### src/rtl/tetris_disp_pkg.sv
// tetris_disp_pkg: colours, flash FSM states and cell field defaults
// shared by the falling-piece overlay and its cell hit tester.
package tetris_disp_pkg;
    localparam int COL_W_DEF = 5;
    localparam int ROW_W_DEF = 5;
    localparam logic [23:0] FLASH_COLOUR = 24'hFFFFFF;
    localparam logic [23:0] COLOUR_LUT [0:7] = '{
        24'h00F0F0, 24'hF0F000, 24'hA000F0, 24'h00F000,
        24'hF00000, 24'h0000F0, 24'hF0A000, 24'h00FFFF
    };
    typedef enum logic [1:0] {IDLE, FLASH_ON, FLASH_OFF} flash_state_t;
    function automatic logic [23:0] dim(input logic [23:0] c);
        return {2'b00, c[23:18], 2'b00, c[15:10], 2'b00, c[7:2]};
    endfunction
endpackage

### src/rtl/tetris_cell_hit.sv
// tetris_cell_hit: combinational test of whether the scan address lies
// inside the drawn area of one playfield cell.
module tetris_cell_hit #(
    parameter int COL_W  = 5,
    parameter int ROW_W  = 5,
    parameter int PIX_W  = 9,
    parameter int CELL_W = 10,
    parameter int CELL_H = 10,
    parameter int X_ORG  = 90,
    parameter int Y_ORG  = 30,
    parameter int GAP    = 1
) (
    input  logic [COL_W-1:0] col,
    input  logic [ROW_W-1:0] row,
    input  logic [PIX_W-1:0] x_addr,
    input  logic [PIX_W-1:0] y_addr,
    output logic             hit
);
    localparam int AW = PIX_W + 2;
    logic [AW-1:0] bx, by, x, y;
    // Two guard bits keep every bound unsigned and free of wrap.
    always_comb begin
        bx  = AW'(X_ORG) + AW'(CELL_W) * AW'(col);
        by  = AW'(Y_ORG) + AW'(CELL_H) * AW'(row);
        x   = AW'(x_addr);
        y   = AW'(y_addr);
        hit = (x >= bx + AW'(GAP)) && (x <= bx + AW'(CELL_W - 1)) &&
              (y >= by + AW'(GAP)) && (y <= by + AW'(CELL_H - 1));
    end
endmodule

### src/rtl/tetris_piece_overlay.sv
// tetris_piece_overlay: two-stage overlay of the live piece, lock flash and
// (with TETRIS_GHOST_EN defined) the landing ghost onto the scan stream.
module tetris_piece_overlay
    import tetris_disp_pkg::*;
#(
    parameter int NUM_CELLS   = 4,
    parameter int COL_W       = COL_W_DEF,
    parameter int ROW_W       = ROW_W_DEF,
    parameter int PIX_W       = 9,
    parameter int CELL_W      = 10,
    parameter int CELL_H      = 10,
    parameter int X_ORG       = 90,
    parameter int Y_ORG       = 30,
    parameter int GAP         = 1,
    parameter int FLASH_COUNT = 3
) (
    input  logic                                 clk,
    input  logic                                 rst,
    input  logic [PIX_W-1:0]                     x_addr,
    input  logic [PIX_W-1:0]                     y_addr,
    input  logic [NUM_CELLS*(COL_W+ROW_W)-1:0]   cells,
    input  logic [2:0]                           piece_type,
    input  logic                                 piece_valid,
    input  logic [ROW_W-1:0]                     ghost_dy,
    input  logic                                 frame_tick,
    input  logic                                 lock_pulse,
    output logic                                 CurrDisplayEn,
    output logic [23:0]                          CurrDisplayData,
    output logic                                 flash_busy
);
    localparam int CW    = COL_W + ROW_W;
    localparam int CNT_W = $clog2(2 * FLASH_COUNT + 1);
    flash_state_t state;
    logic [CNT_W-1:0] cnt;
    logic [NUM_CELLS*CW-1:0] snap_cells;
    logic [NUM_CELLS-1:0] live_hit, flash_hit, s1_live, s1_flash, s1_ghost;
    logic [23:0] s1_colour, s1_ghost_colour;

    for (genvar i = 0; i < NUM_CELLS; i++) begin : g_cell
        tetris_cell_hit #(.COL_W(COL_W), .ROW_W(ROW_W), .PIX_W(PIX_W), .CELL_W(CELL_W),
                          .CELL_H(CELL_H), .X_ORG(X_ORG), .Y_ORG(Y_ORG), .GAP(GAP)) u_live (
            .col(cells[i*CW+ROW_W +: COL_W]), .row(cells[i*CW +: ROW_W]),
            .x_addr(x_addr), .y_addr(y_addr), .hit(live_hit[i]));
        tetris_cell_hit #(.COL_W(COL_W), .ROW_W(ROW_W), .PIX_W(PIX_W), .CELL_W(CELL_W),
                          .CELL_H(CELL_H), .X_ORG(X_ORG), .Y_ORG(Y_ORG), .GAP(GAP)) u_flash (
            .col(snap_cells[i*CW+ROW_W +: COL_W]), .row(snap_cells[i*CW +: ROW_W]),
            .x_addr(x_addr), .y_addr(y_addr), .hit(flash_hit[i]));
    end

`ifdef TETRIS_GHOST_EN
    logic [NUM_CELLS-1:0] ghost_hit;
    for (genvar g = 0; g < NUM_CELLS; g++) begin : g_ghost
        logic [ROW_W:0] ghost_row;
        assign ghost_row = {1'b0, cells[g*CW +: ROW_W]} + {1'b0, ghost_dy};
        tetris_cell_hit #(.COL_W(COL_W), .ROW_W(ROW_W + 1), .PIX_W(PIX_W), .CELL_W(CELL_W),
                          .CELL_H(CELL_H), .X_ORG(X_ORG), .Y_ORG(Y_ORG), .GAP(GAP)) u_ghost (
            .col(cells[g*CW+ROW_W +: COL_W]), .row(ghost_row),
            .x_addr(x_addr), .y_addr(y_addr), .hit(ghost_hit[g]));
    end
    always_ff @(posedge clk or negedge rst)
        if (!rst) begin
            s1_ghost        <= '0;
            s1_ghost_colour <= '0;
        end else begin
            s1_ghost        <= ghost_hit & {NUM_CELLS{piece_valid}};
            s1_ghost_colour <= dim(COLOUR_LUT[piece_type]);
        end
`else
    logic unused_ghost;
    assign unused_ghost    = ^ghost_dy;
    assign s1_ghost        = '0;
    assign s1_ghost_colour = '0;
`endif

    // A lock always wins over a frame tick and restarts the blink from the top.
    always_ff @(posedge clk or negedge rst)
        if (!rst) begin
            state      <= IDLE;
            cnt        <= '0;
            flash_busy <= 1'b0;
            snap_cells <= '0;
        end else if (lock_pulse) begin
            state      <= FLASH_ON;
            cnt        <= CNT_W'(2 * FLASH_COUNT);
            flash_busy <= 1'b1;
            snap_cells <= cells;
        end else if (frame_tick && state != IDLE) begin
            cnt        <= cnt - CNT_W'(1);
            state      <= cnt == CNT_W'(1) ? IDLE : (state == FLASH_ON ? FLASH_OFF : FLASH_ON);
            flash_busy <= cnt != CNT_W'(1);
        end

    always_ff @(posedge clk or negedge rst)
        if (!rst) begin
            s1_live   <= '0;
            s1_flash  <= '0;
            s1_colour <= '0;
        end else begin
            s1_live   <= live_hit & {NUM_CELLS{piece_valid}};
            s1_flash  <= flash_hit & {NUM_CELLS{state == FLASH_ON}};
            s1_colour <= COLOUR_LUT[piece_type];
        end

    always_ff @(posedge clk or negedge rst)
        if (!rst) begin
            CurrDisplayEn   <= 1'b0;
            CurrDisplayData <= '0;
        end else begin
            CurrDisplayEn   <= |{s1_flash, s1_live, s1_ghost};
            CurrDisplayData <= |s1_flash ? FLASH_COLOUR :
                               |s1_live  ? s1_colour :
                               |s1_ghost ? s1_ghost_colour : 24'h0;
        end
endmodule
### config.mk
export PLATFORM = sky130hd
export DESIGN_NAME = tetris_piece_overlay
export DESIGN_NICKNAME = d
export VERILOG_FILES = /design/src/rtl/tetris_disp_pkg.sv /design/src/rtl/tetris_cell_hit.sv /design/src/rtl/tetris_piece_overlay.sv
export SDC_FILE = /design/constraint.sdc
export NUM_CORES = 1
export LEC_CHECK = 0
export BUFFER_PORTS_ARGS = -buffer_cell sky130_fd_sc_hd__buf_4
export CORE_ASPECT_RATIO = 1.1
export CORE_UTILIZATION = 30
export CTS_CLUSTER_DIAMETER = 100
export DETAILED_ROUTE_END_ITERATION = 10
export PLACE_DENSITY = 0.5
export SKIP_CTS_REPAIR_TIMING = 1
export SYNTH_ARGS = -nofsm -noshare
export SYNTH_HDL_FRONTEND = slang
export SYNTH_SLANG_ARGS = --single-unit
### constraint.sdc
create_clock -name clk -period 4.87 [get_ports clk]
set_input_delay 0.2435 -clock clk [delete_from_list [all_inputs] [get_ports clk]]
set_output_delay 0.2435 -clock clk [all_outputs]
set_load 0.01 [all_outputs]
; Word level (Yosys, flattened, before mapping)
; Memories as Yosys holds them, arrays and structs flattened. A register that Yosys moved wholly into a read port is not among the register bits.
; Index checks and enable logic that the tools add are counted.
; Widths: inputs -> output; s select.
[classes]
n_addsub = 49
mul = 16
magnitude_cmp = 32
eq_ne = 3
mux = 10
bitwise = 3
reduce_logical = 31
[ops]
columns = cell, count
row1 = $add 11x1->11 const B, 16
row2 = $add 11x4->11 const B, 16
row3 = $ge 9x11->1, 16
row4 = $le 9x11->1, 16
row5 = $mul 3x5->8 const A, 16
row6 = $add 5x9->10 const A, 8
row7 = $add 7x9->10 const A, 8
row8 = $mux 24, 2
row9 = $logic_and 1x1->1, 25
row10 = $and 4x4->4, 2
row11 = $mux 2, 4
row12 = $reduce_or 4->1, 2
row13 = $reduce_or 8->1, 1
row14 = $mux 3, 2
row15 = $not 3->4, 1
row16 = $reduce_bool 2->1, 2
row17 = $eq 3x1->1 const B, 1
row18 = $ne 3x1->1 const B, 1
row19 = $sub 3x1->3 const B, 1
row20 = $eq 2x1->1 const B, 1
row21 = $mux 1, 2
row22 = $logic_not 1->1, 1
[totals]
regBits = 79
romBits = 192
inputBits = 71
mem_count = 1
[memory_table]
columns = name, depth, word_bits, rd, rd_clocked_by_memory_dff, wr, line_no
row1 = (name not given), 8, 24, 1, 1, 0, tetris_piece_overlay.sv:101  ; s1_colour <= COLOUR_LUT[piece_type];

; Logic depth before layout (Yosys ltp)
; Gate-level depths: netlist of the first run.
[logic_depth]
word_depth = 8
depth_mapped = 17
depth_no_buf = 17

; Cells and area by module
; Synthesis of the first run repeated with hierarchy kept, for this count alone.
[hier_totals]
hier_cells = 1579
area_unflattened_um2 = 14079.8
[modules_own_cells]
columns = module, n_inst, cells_each, area_per_inst_um2, seq_area_each_um2
row1 = tetris_cell_hit at g_cell[2].u_flash ..., 4, 175, 1421.4, 0.0
row2 = tetris_piece_overlay, 1, 190, 2731.4, 1701.6
row3 = tetris_cell_hit at g_cell[0].u_flash, 1, 175, 1446.4, 0.0
row4 = tetris_cell_hit at g_cell[1].u_live, 1, 175, 1433.9, 0.0
row5 = tetris_cell_hit at g_cell[0].u_live, 1, 171, 1398.8, 0.0
row6 = tetris_cell_hit at g_cell[1].u_flash, 1, 168, 1383.8, 0.0

; Worst setup path after synthesis of the first run
; No wires, ideal clock.
[synth_path]
kind = register to register
start = register snap_cells[21]
end = register s1_flash[2]
setup_time_ns = 0.094
arrival_time_ns = 3.363
required_ns = 4.776
setup_slack_ns = 1.413
stages_incl_launch_ff = 18
path_buffers = 0
synth_period_minus_slack_ns = 3.457
path_cell_list = dfrtp_1 ha_1 ha_1 inv_1 fa_1 nand2b_1 nand2b_1 nor3b_1 xor2_1 xnor2_1 nand3_1 and2_1 ha_1 nand2_1 nor4_1 a2111oi_0 o311ai_0 a211oi_1
[synth_via]
elab_chain_cells = 7
word_cells_on_any_way = 9
classes_between = add/sub: 3 / mul: 1 / order compare: 2 / bitwise: 1 / reduce/logical: 2
[synth_lines]
columns = element, line_no
row1 = "start, declared", tetris_piece_overlay.sv:35  ; logic [NUM_CELLS*CW-1:0] snap_cells;
row2 = "start signal, assigned", tetris_piece_overlay.sv:86  ; snap_cells <= cells;
row3 = $mul 3x5->8 (*), tetris_cell_hit.sv:24  ; by = AW'(Y_ORG) + AW'(CELL_H) * AW'(row);
row4 = $add 5x9->10 (*), tetris_cell_hit.sv:24
row5 = $add 11x1->11, tetris_cell_hit.sv:28  ; (y >= by + AW'(GAP)) && (y <= by + AW'(CELL_H - 1));
row6 = $ge 9x11->1, tetris_cell_hit.sv:28
row7 = $logic_and 1x1->1, tetris_cell_hit.sv:27  ; hit = (x >= bx + AW'(GAP)) && (x <= bx + AW'(CELL_W - 1)) &&
row8 = $logic_and 1x1->1 (*), tetris_cell_hit.sv:28
row9 = $and 4x4->4 (*), tetris_piece_overlay.sv:100  ; s1_flash <= flash_hit & {NUM_CELLS{state == FLASH_ON}};
row10 = "end signal, assigned", tetris_piece_overlay.sv:100
row11 = "end, declared", tetris_piece_overlay.sv:36  ; logic [NUM_CELLS-1:0] live_hit, flash_hit, s1_live, s1_flash, s1_ghost;
; Every way passes the cells marked *; elsewhere a longest branch is shown, timed or not.
; A chain may end at the register's enable or synchronous reset.

; Worst setup path in the final report of the first run
; Same ends and word-level chain as after synthesis.

==> results of run 1 <==
## area by class of cell
cell class                 count  area, µm²  area share [%]
multi-input combinational   1308      11010           73.06
tap                          581      726.9           4.823
timing repair buffer          91      683.2           4.532
inverter                     156      585.6           3.885
clock inverter                 6      137.6          0.9131
clock buffer                   9      225.2           1.494
sequential                    68       1702           11.29
## path summary, 6_finish.rpt
path | from | endpoint | slack [ns] | depth (start not counted)
max | snap_cells[21] | s1_flash[2] | 1.01 | 17
min | rst | flash_busy | 0.03 | 1
max reg2reg | snap_cells[21] | s1_flash[2] | 1.01 | 17
min reg2reg | s1_colour[14] | CurrDisplayData[14] | 0.45 | 1
max in group asynchronous | rst | snap_cells[18] | 4.18 | 1
min in group clk | piece_type[1] | s1_colour[14] | 0.10 | 2
## critical path, cell delays in order (launching register included)
cell and delay (ns):
dfrtp_1 0.41, ha_1 0.29, ha_1 0.18, inv_1 0.06
fa_1 0.39, nor2b_1 0.18, nand2b_1 0.19, nor3b_1 0.08
xor2_1 0.15, xnor2_1 0.30, nand3_1 0.10, and2_1 0.18
ha_1 0.28, nand2_1 0.10, nor4_1 0.06, a2111oi_0 0.35
o311ai_0 0.21, a211oi_1 0.25
## sequential cells by signal, indices dropped and copies added, names as in the netlist
register,count
CurrDisplayData,7
CurrDisplayEn,1
cnt,3
flash_busy,1
s1_colour,6
s1_flash,4
s1_live,4
snap_cells,40
state,2
## power breakdown
group	switching, W	internal, W	total [W]	leakage (nW)
Sequential	0.0000625	0.000637	0.000700	0.827
Combinational	0.00217	0.00177	0.00395	6.41
Clock	0.000291	0.000551	0.000842	0.176
## kinds of logic after synthesis
| group | synth area share [%] |
|---|---|
| AO/OA/AOI/OAI | 18.90 |
| XOR/XNOR | 10.92 |
| adder cells (fa/ha/maj) | 35.49 |
| buffers and inverters | 5.750 |
| flip-flops | 12.61 |
| multiplexers | 2.977 |
| AND/OR/NAND/NOR | 13.36 |
## through the flow
step	instances	instance area, µm²	util, %	setup slack (ns)	hold slack, ns
detailed placement	2204	14710	33.14	0.9741	0.4332
global placement	2204	14710	33.14	1.040	0.4344
CTS	2219	15070	33.96	0.9899	0.07233
floorplan	1565	13490	-	1.413	-0.05209
finish	2219	15070	33.96	1.012	0.02947
global route	2219	15070	33.96	0.4683	0.08945
## placed cells by master, fill, tap and decap left out, types with 4 or more instances in the layout
cell | Yosys | final
a2111oi_0 | 8 | 8
a211o_1 | 4 | 4
a211oi_1 | 20 | 20
a21boi_0 | 5 | 5
a21o_1 | 75 | 75
a21oi_1 | 114 | 114
a311o_1 | 4 | 4
a31oi_1 | 4 | 4
and3_1 | 6 | 6
buf_4 | 17 | 91
bufinv_16 | 0 | 4
clkbuf_16 | 0 | 9
dfrtp_1 | 68 | 68
fa_1 | 16 | 16
ha_1 | 357 | 357
inv_1 | 156 | 156
mux2_2 | 33 | 33
nand2_1 | 73 | 73
nand2b_1 | 13 | 13
nand3_1 | 34 | 34
nand3b_1 | 13 | 13
nand4_1 | 24 | 24
nor2_1 | 65 | 65
nor2b_1 | 22 | 22
nor3_1 | 53 | 53
nor3b_1 | 10 | 10
nor4_1 | 7 | 7
o211ai_1 | 5 | 5
o21a_1 | 16 | 16
o21ai_0 | 71 | 71
o21ai_1 | 6 | 6
o21bai_1 | 4 | 4
o221ai_1 | 4 | 4
o31a_1 | 8 | 8
or3_1 | 6 | 6
or4_1 | 4 | 4
xnor2_1 | 97 | 97
xor2_1 | 63 | 63
## layer usage
layer / up-vias / routed length, µm
li1: 5808 / -
met1: 5129 / 16430
met2: 96 / 16150
met3: 19 / 717
met4: 0 / 394
met5: - / 0
## cells in the mapped netlist, types with 5 or more instances
cell type  number  share of area [%]
xor2_1         63                4.1
mux2_2         33                2.8
a21o_1         75                4.2
nor2b_1        22                1.0
dfrtp_1        68                 13
and3_1          6               0.28
clkbuf_1       14               0.39
o211ai_1        5               0.28
xnor2_1        97                6.3
fa_1           16                2.4
a21boi_0        5               0.28
nand2b_1       13               0.60
ha_1          357                 33
nand4_1        24                1.1
nor3_1         53                2.0
o21a_1         16               0.89
o21ai_0        71                2.6
nor3b_1        10               0.56
a2111oi_0       8               0.52
nand3b_1       13               0.72
or3_1           6               0.28
nand2_1        73                2.0
nor2_1         65                1.8
o31a_1          8               0.52
inv_1         156                4.3
nand3_1        34                1.3
nor4_1          7               0.32
o21ai_1         6               0.22
buf_4          17               0.95
a211oi_1       20                1.1
a21oi_1       114                4.2
==> flow_metrics.tcl, run 1 <==
set metrics [dict create \
    rsz0062_at_grt "false" \
    use_met1_pct 19.85 \
    drt-wirelength-per-cell_um 15.18 \
    grt.met3_usage_pct 1.999 \
    cts_max_level 3 \
    ys_seq_area_share_pct 12.61 \
    synth_edf_count 0 \
    drv_slew 0 \
    cts_tree "yes" \
    ir_drop_mv 0.2127 \
    overflow 0 \
    hold_viol_final 0 \
    yosys_warnings 0 \
    num_rows 81 \
    grt_util_all_layers_pct 15.22 \
    initial_core_util_pct 30.39 \
    total_power_w 0.005488 \
    max_freq_mhz 259.2 \
    routabilityCongestion 0.8142 \
    clk_latency_ns 0.37 \
    grt_antenna_before_repair 0 \
    cts.sinks 68 \
    synth_area_per_cell_um2 8.620 \
    skew_ns 0.01115 \
    synthCells 1565 \
    grtUsageMet2_pct 26.45 \
    fillCellCount 4622 \
    netlist_area_um2 13490 \
    die_y_um 224.4 \
    cts-root-buf "clkbuf_16" \
    clk_pin_slew_ns 0.07 \
    start_kind "flop" \
    status "complete, no violations" \
    grt_max_degree 69 \
    tns_ns 0 \
    drcViolationCount 0 \
    critPathMaxFanout 4 \
    drt_iter0_drc 408 \
    drive_above_1_share_pct 9.951 \
    cap_violations 0 \
    io_buffers 91 \
    grt-busiest-layer "met2" \
    cts_made_buffers 9 \
    ys_async_sr_fraction_pct 100.0 \
    die_w_um 204.2 \
    pin_count 97 \
    tightestPinTransition_ns 0.9971 \
    grt_pass1_wl_um 55740 \
    grt_pass1_vias 11020 \
    path_class "flop to flop" \
    dieArea_um2 45820 \
    maxSlewHeadroom_pct 33.53 \
    synthFlopType "dfrtp_1" \
    vias 11050 \
    setup-violations-final 0 \
    syn_to_final_growth_pct 11.73 \
    core_area_um2 44390 \
    yosysUniqueCellTypes 79 \
    syn_nets 2009 \
    routed_wl_um 33680 \
    drt_pass1_iterations 5 \
    num_antenna_cells 0 \
    clk_path_buf_depth 2 \
    routed_via_density 4.981 \
    period_needed_ns 3.858 \
    power-per-cell-area_nw_per_um2 364.1 \
    p_leak_nw 7.410 \
    hp-class "input port to asynchronous set/reset pin" \
    worstPathArrival_ns 4.13 \
    period_share_pct 79.21 \
    critPathCaptureType "flop" \
    ys_seq_elements 68 \
    hpwl_um 26600 \
    ant_nets 0 \
    nets 2078 \
    required_ns 5.14 \
]
Power figures use the tool's default switching activity.
==> run 2, diff against run 1 <==
Settings changed: ABC_AREA from default to 1.
Clock period 4.87 ns to 3.8 ns, I/O delays scaled along.
==> flow_metrics.tcl, run 2 <==
set metrics [dict create \
    power-per-cell-area_nw_per_um2 382.6 \
    drv_slew 0 \
    num_antenna_cells 0 \
    drcViolationCount 0 \
    layout_commonest_cell "nand2_1" \
    cts_made_buffers 9 \
    synth_area_leaders "ha_1 (32%), nand2_1 (16%), dfrtp_1 (12%)" \
    total_power_w 0.005975 \
    synthFlopType "dfrtp_1" \
    timing.hold.ws_ns -0.005294 \
    grt_pass1_vias 12950 \
    nets 2604 \
    skew_ns 0.007311 \
    netlist_area_um2 14080 \
    clk_path_buf_depth 2 \
    required_ns 4.08 \
    drt_iter0_drc 441 \
    cts.sinks 68 \
    die_y_um 229.2 \
    synth_fa_ha_area_share_pct 33.99 \
    setup-violations-final 0 \
    rsz0062_at_grt "false" \
    violations "negative hold slack" \
    ys_top_cells_by_count "nand2_1 (592), ha_1 (357), inv_1 (306), nand3_1 (154), nor2_1 (128)" \
    vias 13000 \
    syn_nets 2530 \
    core_area_um2 45960 \
    fillCellCount 4964 \
    yosys_warnings 0 \
    maxSlewHeadroom_pct 35.99 \
    hpwl_um 28960 \
    num_rows 82 \
    worstPathArrival_ns 3.64 \
    hold_viol_final 4 \
    routed_wl_um 36290 \
    timing.rr.end "s1_flash[2]" \
    overflow 0 \
    grt_antenna_before_repair 0 \
    ys_seq_area_share_pct 12.08 \
    cap_violations 0 \
    grt_max_degree 69 \
    highest_layer "met4" \
    rr_worst_depth 19 \
    period_share_pct 88.54 \
    hp-class "input port to asynchronous set/reset pin" \
    yosys.area_share.simple_pct 30.49 \
    r2r_setup_slack_ns 0.44 \
    yosys.area.top_type_share_pct 31.72 \
    ant_nets 0 \
    initial_core_util_pct 30.64 \
    cts_tree "yes" \
    drt-wirelength-per-cell_um 13.18 \
    tns_ns 0 \
    r2r-start "snap_cells[26]" \
    synthMuxAreaShare_pct 0 \
    ir_drop_mv 0.2290 \
    seq_area_um2 1702 \
    yosysMostFrequentCell "nand2_1" \
    drt_pass1_iterations 5 \
    synth_edf_count 0 \
    multiInputGateArea_um2 11010 \
    syn_to_final_growth_pct 10.89 \
    largest_reg_flops 40 \
    period_needed_ns 3.364 \
    pin_count 97 \
    cts-root-buf "clkbuf_16" \
    io_buffers 91 \
    yosys.area.top_type "ha_1" \
    clk_pin_slew_ns 0.06 \
    routed_via_density 4.722 \
    grt_pass1_wl_um 61600 \
    yosysUniqueCellTypes 44 \
    p_leak_nw 8.835 \
    drive_above_1_share_pct 7.806 \
    tightestPinTransition_ns 0.9602 \
    max_freq_mhz 297.2 \
    synth_xor_area_share_pct 5.028 \
    die_w_um 208.6 \
    final_cell_mix "nand2_1 (592), ha_1 (357), inv_1 (306)" \
    critPathMaxFanout 4 \
    status "complete, but fails checks" \
    largestRegisters "snap_cells x40, CurrDisplayData x7, s1_colour x6" \
    ys_async_sr_fraction_pct 100.0 \
    synth_top_family_by_area "adder cells" \
    ys_seq_elements 68 \
    routabilityCongestion 0.8187 \
    dieArea_um2 47820 \
    m1WireLength_um 18030 \
    start_kind "flop" \
    route.met3.wl_um 776 \
    synthCells 2086 \
    wl_met2_um 16990 \
    grt_util_all_layers_pct 15.78 \
    cts_max_level 3 \
    path_class "flop to flop" \
    clk_latency_ns 0.35 \
    place_ws_ns 0.4175 \
    critPathCaptureType "flop" \
    setup_ws_ns 0.4355 \
    synth_area_per_cell_um2 6.751 \
    synth_compound_area_share_pct 8.698 \
    largest_register "snap_cells" \
]
==> run 2: cell types whose count changed in the layout (fill, tap and decap cells not counted), moves of 23 or more <==
| cell | delta |
|---|---|
| nand2_1 | +519 |
| nor2_1 | +63 |
| nor3_1 | -40 |
| a21o_1 | -65 |
| xnor2_1 | -60 |
| mux2_2 | -33 |
| nand2_2 | +23 |
| inv_1 | +150 |
| nand3_1 | +120 |
==> run 2: worst max path at each step <==
stage                         startpoint           to  slack, ns
after global placement    snap_cells[26]  s1_flash[2]       0.47
after detailed placement  snap_cells[26]  s1_flash[2]       0.42
after floorplan           snap_cells[26]  s1_flash[2]       0.74
final                     snap_cells[26]  s1_flash[2]       0.44
after CTS                 snap_cells[26]  s1_flash[2]       0.40
after global routing      snap_cells[23]  s1_flash[2]       0.02
==> run 2: routing by layer <==
| metal | vias up | global-route usage [%] |
|---|---|---|
| met4 | 0 | 3.539 |
| met3 | 30 | 1.412 |
| met2 | 125 | 27.97 |
| met1 | 5854 | 20.56 |
| li1 | 6990 | - |
| met5 | - | 0 |
==> run 2: cells by family after synthesis <==
family	count (synthesis)
AOI/OAI and AO/OA	225
xor gates and xnor gates	80
adders and majority gates	373
buffers and inverters	346
DFF	68
and+or+nand+nor	994
==> run 2: worst max-delay path, cell delays in order, from the launching register on <==
cell and delay [ns]:
dfrtp_1 0.42, ha_1 0.30, ha_1 0.16, inv_1 0.05
fa_1 0.49, inv_1 0.06, nand2_1 0.09, nand2_2 0.09
nor3_2 0.22, nand4_1 0.12, xor2_1 0.16, ha_1 0.29
nand2_1 0.07, nor3_1 0.27, nand4_1 0.13, o21ai_0 0.10
inv_1 0.05, nand2_1 0.06, nand2_1 0.05, nor2_1 0.10
==> run 2: stage by stage <==
stage,cell area [µm²],std cells,utilization [%]
2_1_floorplan,14080,2086,-
3_3_place_gp,15330,2737,33.36
3_5_place_dp,15330,2737,33.36
4_1_cts,15620,2753,33.98
5_1_grt,15620,2753,33.98
6_report,15620,2753,33.98
==> run 2: area by class of cell <==
class / count / area share, %
inverter: 317 / 7.619
clock inverter: 6 / 0.2964
clock buffer: 10 / 1.530
tap: 588 / 4.711
sequential: 68 / 10.90
multi-input combinational: 1672 / 70.53
timing repair buffer: 92 / 4.422
==> run 2: report_power, final <==
group	internal (W)	total, W	switching (W)
logic	0.00170	0.00425	0.00255
clock network	0.000465	0.000832	0.000367
registers	0.000817	0.000890	0.0000726
total	0.00299	0.00598	0.00299
